--- src/rtl/memu.sv ---
// memu: memory-access stage between EXEU and WBU, issuing single-beat load/store on dmem.
// Define MEMU_MISALIGN_CHK_EN to trap size-misaligned accesses instead of issuing them.
module memu #(
    parameter int unsigned SB_W = 141,
    parameter int unsigned AW   = 64
) (
    input  logic            clk,
    input  logic            rst,
    input  logic            exe_to_mem_valid,
    output logic            mem_allow_in,
    output logic            mem_valid,
    output logic            mem_to_wb_valid,
    input  logic            wb_allow_in,
    input  logic            clear_pipline,
    input  logic [63:0]     exe_pc,
    input  logic [31:0]     exe_inst,
    input  logic [4:0]      exe_rd,
    input  logic            exe_rd_wen,
    input  logic [63:0]     exe_result,
    input  logic [63:0]     exe_rs2_data,
    input  logic [6:0]      exe_ld_type,
    input  logic [3:0]      exe_st_type,
    input  logic [SB_W-1:0] exe_sideband,
    output logic            dmem_req_valid,
    input  logic            dmem_req_ready,
    output logic [AW-1:0]   dmem_addr,
    output logic            dmem_wen,
    output logic [7:0]      dmem_wstrb,
    output logic [63:0]     dmem_wdata,
    input  logic            dmem_resp_valid,
    input  logic [63:0]     dmem_rdata,
    output logic [63:0]     mem_pc,
    output logic [31:0]     mem_inst,
    output logic [4:0]      mem_rd,
    output logic            mem_rd_wen,
    output logic [SB_W-1:0] mem_sideband,
    output logic [63:0]     mem_result,
    output logic            mem_ex_misalign
);

    typedef enum logic [2:0] {StIdle, StReq, StWait, StDone, StDrain} state_e;

    state_e          r_state;
    logic            r_valid;
    logic [63:0]     r_pc;
    logic [31:0]     r_inst;
    logic [4:0]      r_rd;
    logic            r_rd_wen;
    logic [SB_W-1:0] r_sb;
    logic [63:0]     r_result;
    logic [63:0]     r_rs2;
    logic [6:0]      r_ld_type;
    logic [3:0]      r_st_type;
    logic            r_misalign;

    logic            w_is_mem;
    logic            w_in_is_mem;
    logic            w_in_misalign;
    logic            w_ready_go;
    logic            w_allow_in;
    logic            w_latch;
    logic [63:0]     w_ld_shift;
    logic [63:0]     w_ld_data;
    logic [7:0]      w_strb_base;
    logic [63:0]     w_wdata;

    assign w_is_mem    = (|r_ld_type) | (|r_st_type);
    assign w_in_is_mem = (|exe_ld_type) | (|exe_st_type);
    assign w_ready_go  = (r_state == StDone) | ((r_state == StIdle) & ~w_is_mem);
    assign w_allow_in  = (r_state != StDrain) & (~r_valid | (w_ready_go & wb_allow_in));
    // A flushed cycle accepts nothing, so the FSM never starts a killed instruction.
    assign w_latch     = exe_to_mem_valid & w_allow_in & ~clear_pipline;

`ifdef MEMU_MISALIGN_CHK_EN
    logic w_in_half, w_in_word, w_in_dword;
    assign w_in_half     = exe_ld_type[1] | exe_ld_type[5] | exe_st_type[1];
    assign w_in_word     = exe_ld_type[2] | exe_ld_type[6] | exe_st_type[2];
    assign w_in_dword    = exe_ld_type[3] | exe_st_type[3];
    assign w_in_misalign = (w_in_half & exe_result[0]) | (w_in_word & (|exe_result[1:0]))
                         | (w_in_dword & (|exe_result[2:0]));
`else
    assign w_in_misalign = 1'b0;
`endif

    always_comb begin
        w_ld_shift = dmem_rdata >> {r_result[2:0], 3'b000};
        w_ld_data  = w_ld_shift;
        unique case (1'b1)
            r_ld_type[0]: w_ld_data = {{56{w_ld_shift[7]}}, w_ld_shift[7:0]};
            r_ld_type[1]: w_ld_data = {{48{w_ld_shift[15]}}, w_ld_shift[15:0]};
            r_ld_type[2]: w_ld_data = {{32{w_ld_shift[31]}}, w_ld_shift[31:0]};
            r_ld_type[4]: w_ld_data = {56'd0, w_ld_shift[7:0]};
            r_ld_type[5]: w_ld_data = {48'd0, w_ld_shift[15:0]};
            r_ld_type[6]: w_ld_data = {32'd0, w_ld_shift[31:0]};
            default:      w_ld_data = w_ld_shift;
        endcase
    end

    always_comb begin
        w_strb_base = 8'h00;
        w_wdata     = r_rs2;
        unique case (1'b1)
            r_st_type[0]: begin w_strb_base = 8'h01; w_wdata = {8{r_rs2[7:0]}};  end
            r_st_type[1]: begin w_strb_base = 8'h03; w_wdata = {4{r_rs2[15:0]}}; end
            r_st_type[2]: begin w_strb_base = 8'h0F; w_wdata = {2{r_rs2[31:0]}}; end
            r_st_type[3]: begin w_strb_base = 8'hFF; w_wdata = r_rs2;            end
            default:      begin w_strb_base = 8'h00; w_wdata = r_rs2;            end
        endcase
    end

    always_ff @(posedge clk or posedge rst) begin
        if (rst) begin
            r_state    <= StIdle;
            r_valid    <= 1'b0;
            r_pc       <= '0;
            r_inst     <= '0;
            r_rd       <= '0;
            r_rd_wen   <= 1'b0;
            r_sb       <= '0;
            r_result   <= '0;
            r_rs2      <= '0;
            r_ld_type  <= '0;
            r_st_type  <= '0;
            r_misalign <= 1'b0;
        end else begin
            if (clear_pipline) begin
                r_valid <= 1'b0;
            end else if (w_allow_in) begin
                r_valid <= exe_to_mem_valid;
            end
            if (w_latch) begin
                r_pc       <= exe_pc;
                r_inst     <= exe_inst;
                r_rd       <= exe_rd;
                r_rd_wen   <= exe_rd_wen;
                r_sb       <= exe_sideband;
                r_result   <= exe_result;
                r_rs2      <= exe_rs2_data;
                r_ld_type  <= exe_ld_type;
                r_st_type  <= exe_st_type;
                r_misalign <= w_in_misalign;
            end
            unique case (r_state)
                StIdle: begin
                    if (w_latch && w_in_is_mem) r_state <= w_in_misalign ? StDone : StReq;
                end
                StReq: begin
                    if (clear_pipline) r_state <= dmem_req_ready ? StDrain : StIdle;
                    else if (dmem_req_ready) r_state <= StWait;
                end
                StWait: begin
                    // A response coinciding with the flush leaves nothing to drain.
                    if (clear_pipline) begin
                        r_state <= dmem_resp_valid ? StIdle : StDrain;
                    end else if (dmem_resp_valid) begin
                        if (|r_ld_type) r_result <= w_ld_data;
                        r_state <= StDone;
                    end
                end
                StDone: begin
                    if (clear_pipline) begin
                        r_state <= StIdle;
                    end else if (w_allow_in) begin
                        if (w_latch && w_in_is_mem) r_state <= w_in_misalign ? StDone : StReq;
                        else r_state <= StIdle;
                    end
                end
                StDrain: begin
                    if (dmem_resp_valid) r_state <= StIdle;
                end
                default: r_state <= StIdle;
            endcase
        end
    end

    assign mem_allow_in    = w_allow_in;
    assign mem_valid       = r_valid;
    assign mem_to_wb_valid = r_valid & w_ready_go & ~clear_pipline;
    assign dmem_req_valid  = (r_state == StReq);
    assign dmem_addr       = {r_result[AW-1:3], 3'b000};
    assign dmem_wen        = |r_st_type;
    assign dmem_wstrb      = w_strb_base << r_result[2:0];
    assign dmem_wdata      = w_wdata;
    assign mem_pc          = r_pc;
    assign mem_inst        = r_inst;
    assign mem_rd          = r_rd;
    assign mem_rd_wen      = r_rd_wen;
    assign mem_sideband    = r_sb;
    assign mem_result      = r_result;
    assign mem_ex_misalign = r_misalign;

endmodule

--- config.mk ---
export PLATFORM = sky130hd
export DESIGN_NAME = memu
export DESIGN_NICKNAME = d
export VERILOG_FILES = /design/src/rtl/memu.sv
export SDC_FILE = /design/constraint.sdc
export NUM_CORES = 1
export LEC_CHECK = 0
export ABC_AREA = 0
export CAP_MARGIN = 20
export CORE_AREA = 10 10 346 348
export DETAILED_ROUTE_END_ITERATION = 7
export DIE_AREA = 0 0 356 358
export DONT_BUFFER_PORTS = 1
export PLACE_DENSITY = 0.34
export SYNTH_ARGS = -nofsm -noshare
export SYNTH_HDL_FRONTEND = slang
export SYNTH_SLANG_ARGS = --single-unit
export TNS_END_PERCENT = 1
--- constraint.sdc ---
create_clock -name clk -period 12.4 [get_ports clk]
set_input_delay 1.24 -clock clk [delete_from_list [all_inputs] [get_ports clk]]
set_output_delay 1.24 -clock clk [all_outputs]
set_load 0.03 [all_outputs]
# After elaboration in Yosys (flattened, before gate mapping)

Cells that the tools add are included.
W data, S select, Z words.

Register bits after elaboration: 386
Bits of input ports: 453
Word-level logic and storage cells: 67

Eq/ne operators: 10
Shift operators: 2
Mux-type cells: 22
Bitwise logic cells: 14
Reductions and logical operators: 8

Operator list:

| cell                 | number |
|---|---|
| $pmux W64 S6         | 1 |
| $mux W64             | 5 |
| $pmux W64 S3         | 1 |
| $shr A64 B6 Y64      | 1 |
| $pmux W8 S4          | 1 |
| $mux W3              | 10 |
| $pmux W3 S5          | 1 |
| $reduce_or A7 Y1     | 2 |
| $ne A3 B3 Y1 const B | 3 |
| $reduce_or A4 Y1     | 2 |
| $shl A8 B3 Y8        | 1 |
| $and A1 B1 Y1        | 7 |
| $eq A3 B2 Y1 const B | 2 |
| $reduce_and A5 Y1    | 1 |
| $or A1 B1 Y1         | 4 |
| $eq A3 B1 Y1 const B | 1 |
| $eq A3 B3 Y1 const B | 1 |
| $logic_not A3 Y1     | 1 |
| $mux W1              | 3 |
| $ne A3 B2 Y1 const B | 1 |
| $not A1 Y1           | 3 |
| $ne A2 B1 Y1 const B | 1 |
| $ne A2 B2 Y1 const B | 1 |
| $reduce_bool A2 Y1   | 1 |
| $logic_and A1 B1 Y1  | 1 |

# Depth between registers and ports, before layout

Depth in word-level cells: 15
Gate-level depth with buffers: 10
Depth with buffers taken out: 5

# Least setup slack after synthesis

No wires, ideal clock.

Path type: input port to output port
Start point: input port wb_allow_in
End point: output port mem_allow_in
Data arrival time: 2.692 ns
Data required time: 11.160 ns
Slack: 8.468 ns
Cell stages on the path: 7
Path buffers: 3
Cell sequence: nor4b_1 -> and4_1 -> or2_2 -> clkbuf_1 -> buf_2 -> buf_1 -> and2_1

Longest elaborated chain between the ends: 3

RTL lines:

| item            | line | RTL |
|---|---|---|
| start, declared | 13   | `input logic wb_allow_in,` |
| $and A1 B1 Y1   | 70   | `assign w_allow_in = (r_state != StDrain) & (~r_valid \| (w_ready_go & wb_allow_in));` |
| $or A1 B1 Y1    | 70   |  |
| $and A1 B1 Y1   | 70   |  |
| end, declared   | 10   | `output logic mem_allow_in,` |

Every way passes these cells.

# Worst setup path after layout

Start point: register r_result[0] (netlist: mem_result[0])
End point: output port dmem_wstrb[4]

Longest elaborated chain between the ends: 1

RTL lines:

| item                   | line | RTL |
|---|---|---|
| start, declared        | 50   | `logic [63:0] r_result;` |
| start signal, assigned | 137  | `r_result <= exe_result;` |
| start signal, assigned | 156  | `if (\|r_ld_type) r_result <= w_ld_data;` |
| $shl A8 B3 Y8          | 182  | `assign dmem_wstrb = w_strb_base << r_result[2:0];` |
| end, declared          | 28   | `output logic [7:0] dmem_wstrb,` |

Every way passes these cells.

==> run summary <==
post-synth cell types -> 51
via count -> 14,990
Worst EP required -> 11.16 ns
Antenna Nets Post-Route -> 0
# setup viols final -> 0
Multi-input gate area -> 7649 µm²
CTS Buffer Depth -> 3
Die Area -> 127,400 µm²
Initial Util -> 16.45%
Routed WL per cell -> 25.70 µm
Hold Vio Cnt, Final -> 0
Tot Pwr -> 0.005327 W
# hold bufs at CTS -> 0
Post-synth EDFFs -> 0
r2r setup slk -> 8.48 ns
Setup CP Type -> reg2out
post-DP HPWL -> 72.24 mm
vias per cell -> 4.149
Max stage delay cell, worst path -> a21oi_1
worst rel slew slack -> 31.43%
Startpoint Class -> register
synthesis-to-layout area growth -> 14.84%
skew final -> 0.02615 ns
first-pass GRT wire length -> 127.4 mm
max-slew violations -> 0
Site Rows -> 123
share of cells above drive strength 1 -> 7.732%
Tmin final -> 4.644 ns
first-pass iteration count of the detailed router -> 7
Post-Syn Instances -> 2,206
Power Density -> 251.1 nW/µm²
Worst Path Max Fanout -> 62
Pleak -> 10.15 nW
Port Buffer Count -> 0
Main synth FF type -> dfrtp_1
top cell type's share of synthesized area -> 52.28%
CTS buffer count -> 49
CTS sink count -> 386
post-synthesis async set-or-reset flop share -> 100.0%
largest net degree at the start of global routing -> 161
top cells by area, synth -> dfrtp_1 52%, nand2_1 23%, buf_4 3.1%, mux2i_1 2.7%, nand3_1 1.8%
clock transition at the registers of the reported paths -> 0.06 ns
fmax -> 215.3 MHz
cells along the critical path -> buf_4, inv_1, o21ai_0, nor2_1, a21oi_1
grt ovf -> 0
Root Buffer -> clkbuf_16
RSZ-0062 raised after global routing -> false
Tcrit/Tclk final -> 37.45%
drt total wl -> 92.84 mm
Final nets -> 2,523
CTS tree -> done
Peak VDD IR -> 0.08431 mV
FF+latch area -> 9667 µm²
#FFs+latches synth -> 386
leading area contributor after synthesis -> dfrtp_1
H-tree levels -> 2
Critical Path AT -> 3.40 ns
core area -> 112,300 µm²
I/O pin count -> 902
Die W -> 356 µm
filler instances -> 12,660
status -> complete, no violations
vias in the first global route -> 15,970
Clk Latency, worst-skew pair -> 0.62 ns
sequential area share after synthesis -> 52.28%
initial antenna violation count -> 5
setup_tns -> 0 ns
Avg Synthesized Cell Area -> 8.376 µm²
Cell Area, Synth -> 18,480 µm²
post-cts resize count -> 0
DRC viols -> 0
GP Congestion -> 0.8703
DR iter-0 viols -> 1,117
Post-CTS Setup Repair Bufs -> 0
Syn. warnings -> 0
hold slack final -> 0.4752 ns
synth cell count leaders -> 1,124 x nand2_1, 386 x dfrtp_1, 83 x clkbuf_1
Tot GR Track Use -> 13.69%
HP Class -> reg2reg
top-count cell post-synth -> nand2_1
crit-path max cell delay -> 0.68 ns
fin util -> 18.89%
Worst Setup End Kind -> primary output
die height -> 358 µm
slew of the pin with the lowest slew margin -> 1.029 ns
Max Cap Viol -> 0
worst max-delay path, delay by kind of cell (launching register included):
kind                   cells  cell delay, ns
AOI/OAI and AO/OA          2            1.06
and+or+nand+nor            1            0.10
buffers and inverters      2            1.26
DFF                        1            0.34
per-layer routing:
metal  vias up  wire [µm]  global-route usage [%]
li1       6803          -                       -
met1      7380      34360                   14.99
met2       690      47380                   24.47
met3       112       8652                   5.094
met4         0       2449                   4.027
met5         -          0                       0
path summary, 6_finish.rpt:
check / startpoint / end / cells after the start
setup / recovery: mem_result[0]$_DFF_PP0_ / dmem_wstrb[4] / 5
hold / removal: r_rs2[54]$_DFFE_PP0N_ / r_rs2[54]$_DFFE_PP0N_ / 2
setup reg to reg: mem_result[1]$_DFF_PP0_ / mem_result[16]$_DFF_PP0_ / 6
hold reg to reg: r_rs2[54]$_DFFE_PP0N_ / r_rs2[54]$_DFFE_PP0N_ / 2
max in group asynchronous: rst / mem_result[4]$_DFF_PP0_ / 4
min in group asynchronous: rst / mem_sideband[6]$_DFFE_PP0N_ / 1
metrics by stage:
step	cells	worst slack (ns)	cell area, µm²
final	3612	7.756	21220
after global routing	3608	7.489	21210
after CTS	3607	7.686	21190
after detailed placement	3518	7.709	19480
after global placement	3518	7.899	19480
after floorplan	2209	0.4325	18490
power breakdown:
group          internal (W)  switching [W]
clock              0.000936       0.000607
sequential          0.00156        0.00104
combinational      0.000351       0.000834
total               0.00285        0.00248
logic make-up after synthesis:
family	share of synthesized area, %
and+or+nand+nor	28.14
buffers and inverters	6.643
DFF	52.28
AOI/OAI and AO/OA	7.828
other	0.02030
muxes	5.092
final cells by class:
type / count / share of cell area [%]
sequential: 386 / 45.56
tap: 1500 / 8.845
clock inverter: 21 / 1.415
inverter: 6 / 0.1415
timing repair buffer: 32 / 1.309
antenna: 4 / 0.04717
multi-input combinational: 1595 / 36.05
clock buffer: 68 / 6.640
state kept, by name (all words and copies together), names as in the netlist:
| name | flops |
|---|---|
| mem_sideband | 141 |
| mem_pc | 64 |
| mem_result | 64 |
| r_rs2 | 64 |
| mem_inst | 32 |
| r_ld_type | 7 |
| mem_rd | 5 |
| r_st_type | 4 |
| r_state | 3 |
| mem_rd_wen | 1 |
| mem_valid | 1 |
cell usage in the layout (no fill, tap or decap), types with 10 or more instances in the layout:
cell and n:
a32oi_1 33, o21ai_0 21, nor3_1 16, a22oi_1 10, a21o_1 17, nand2_1 1124, mux2i_1 49, mux2_2 16
clkbuf_16 50, a2bb2oi_1 15, clkinv_2 10, nand3_1 66, a221o_1 13, dfrtp_1 382, a21oi_1 28, nand2b_1 15
nor2_1 60, a31oi_1 23, buf_4 29, mux4_2 12
No activity file was read; power rests on OpenSTA's default activity.
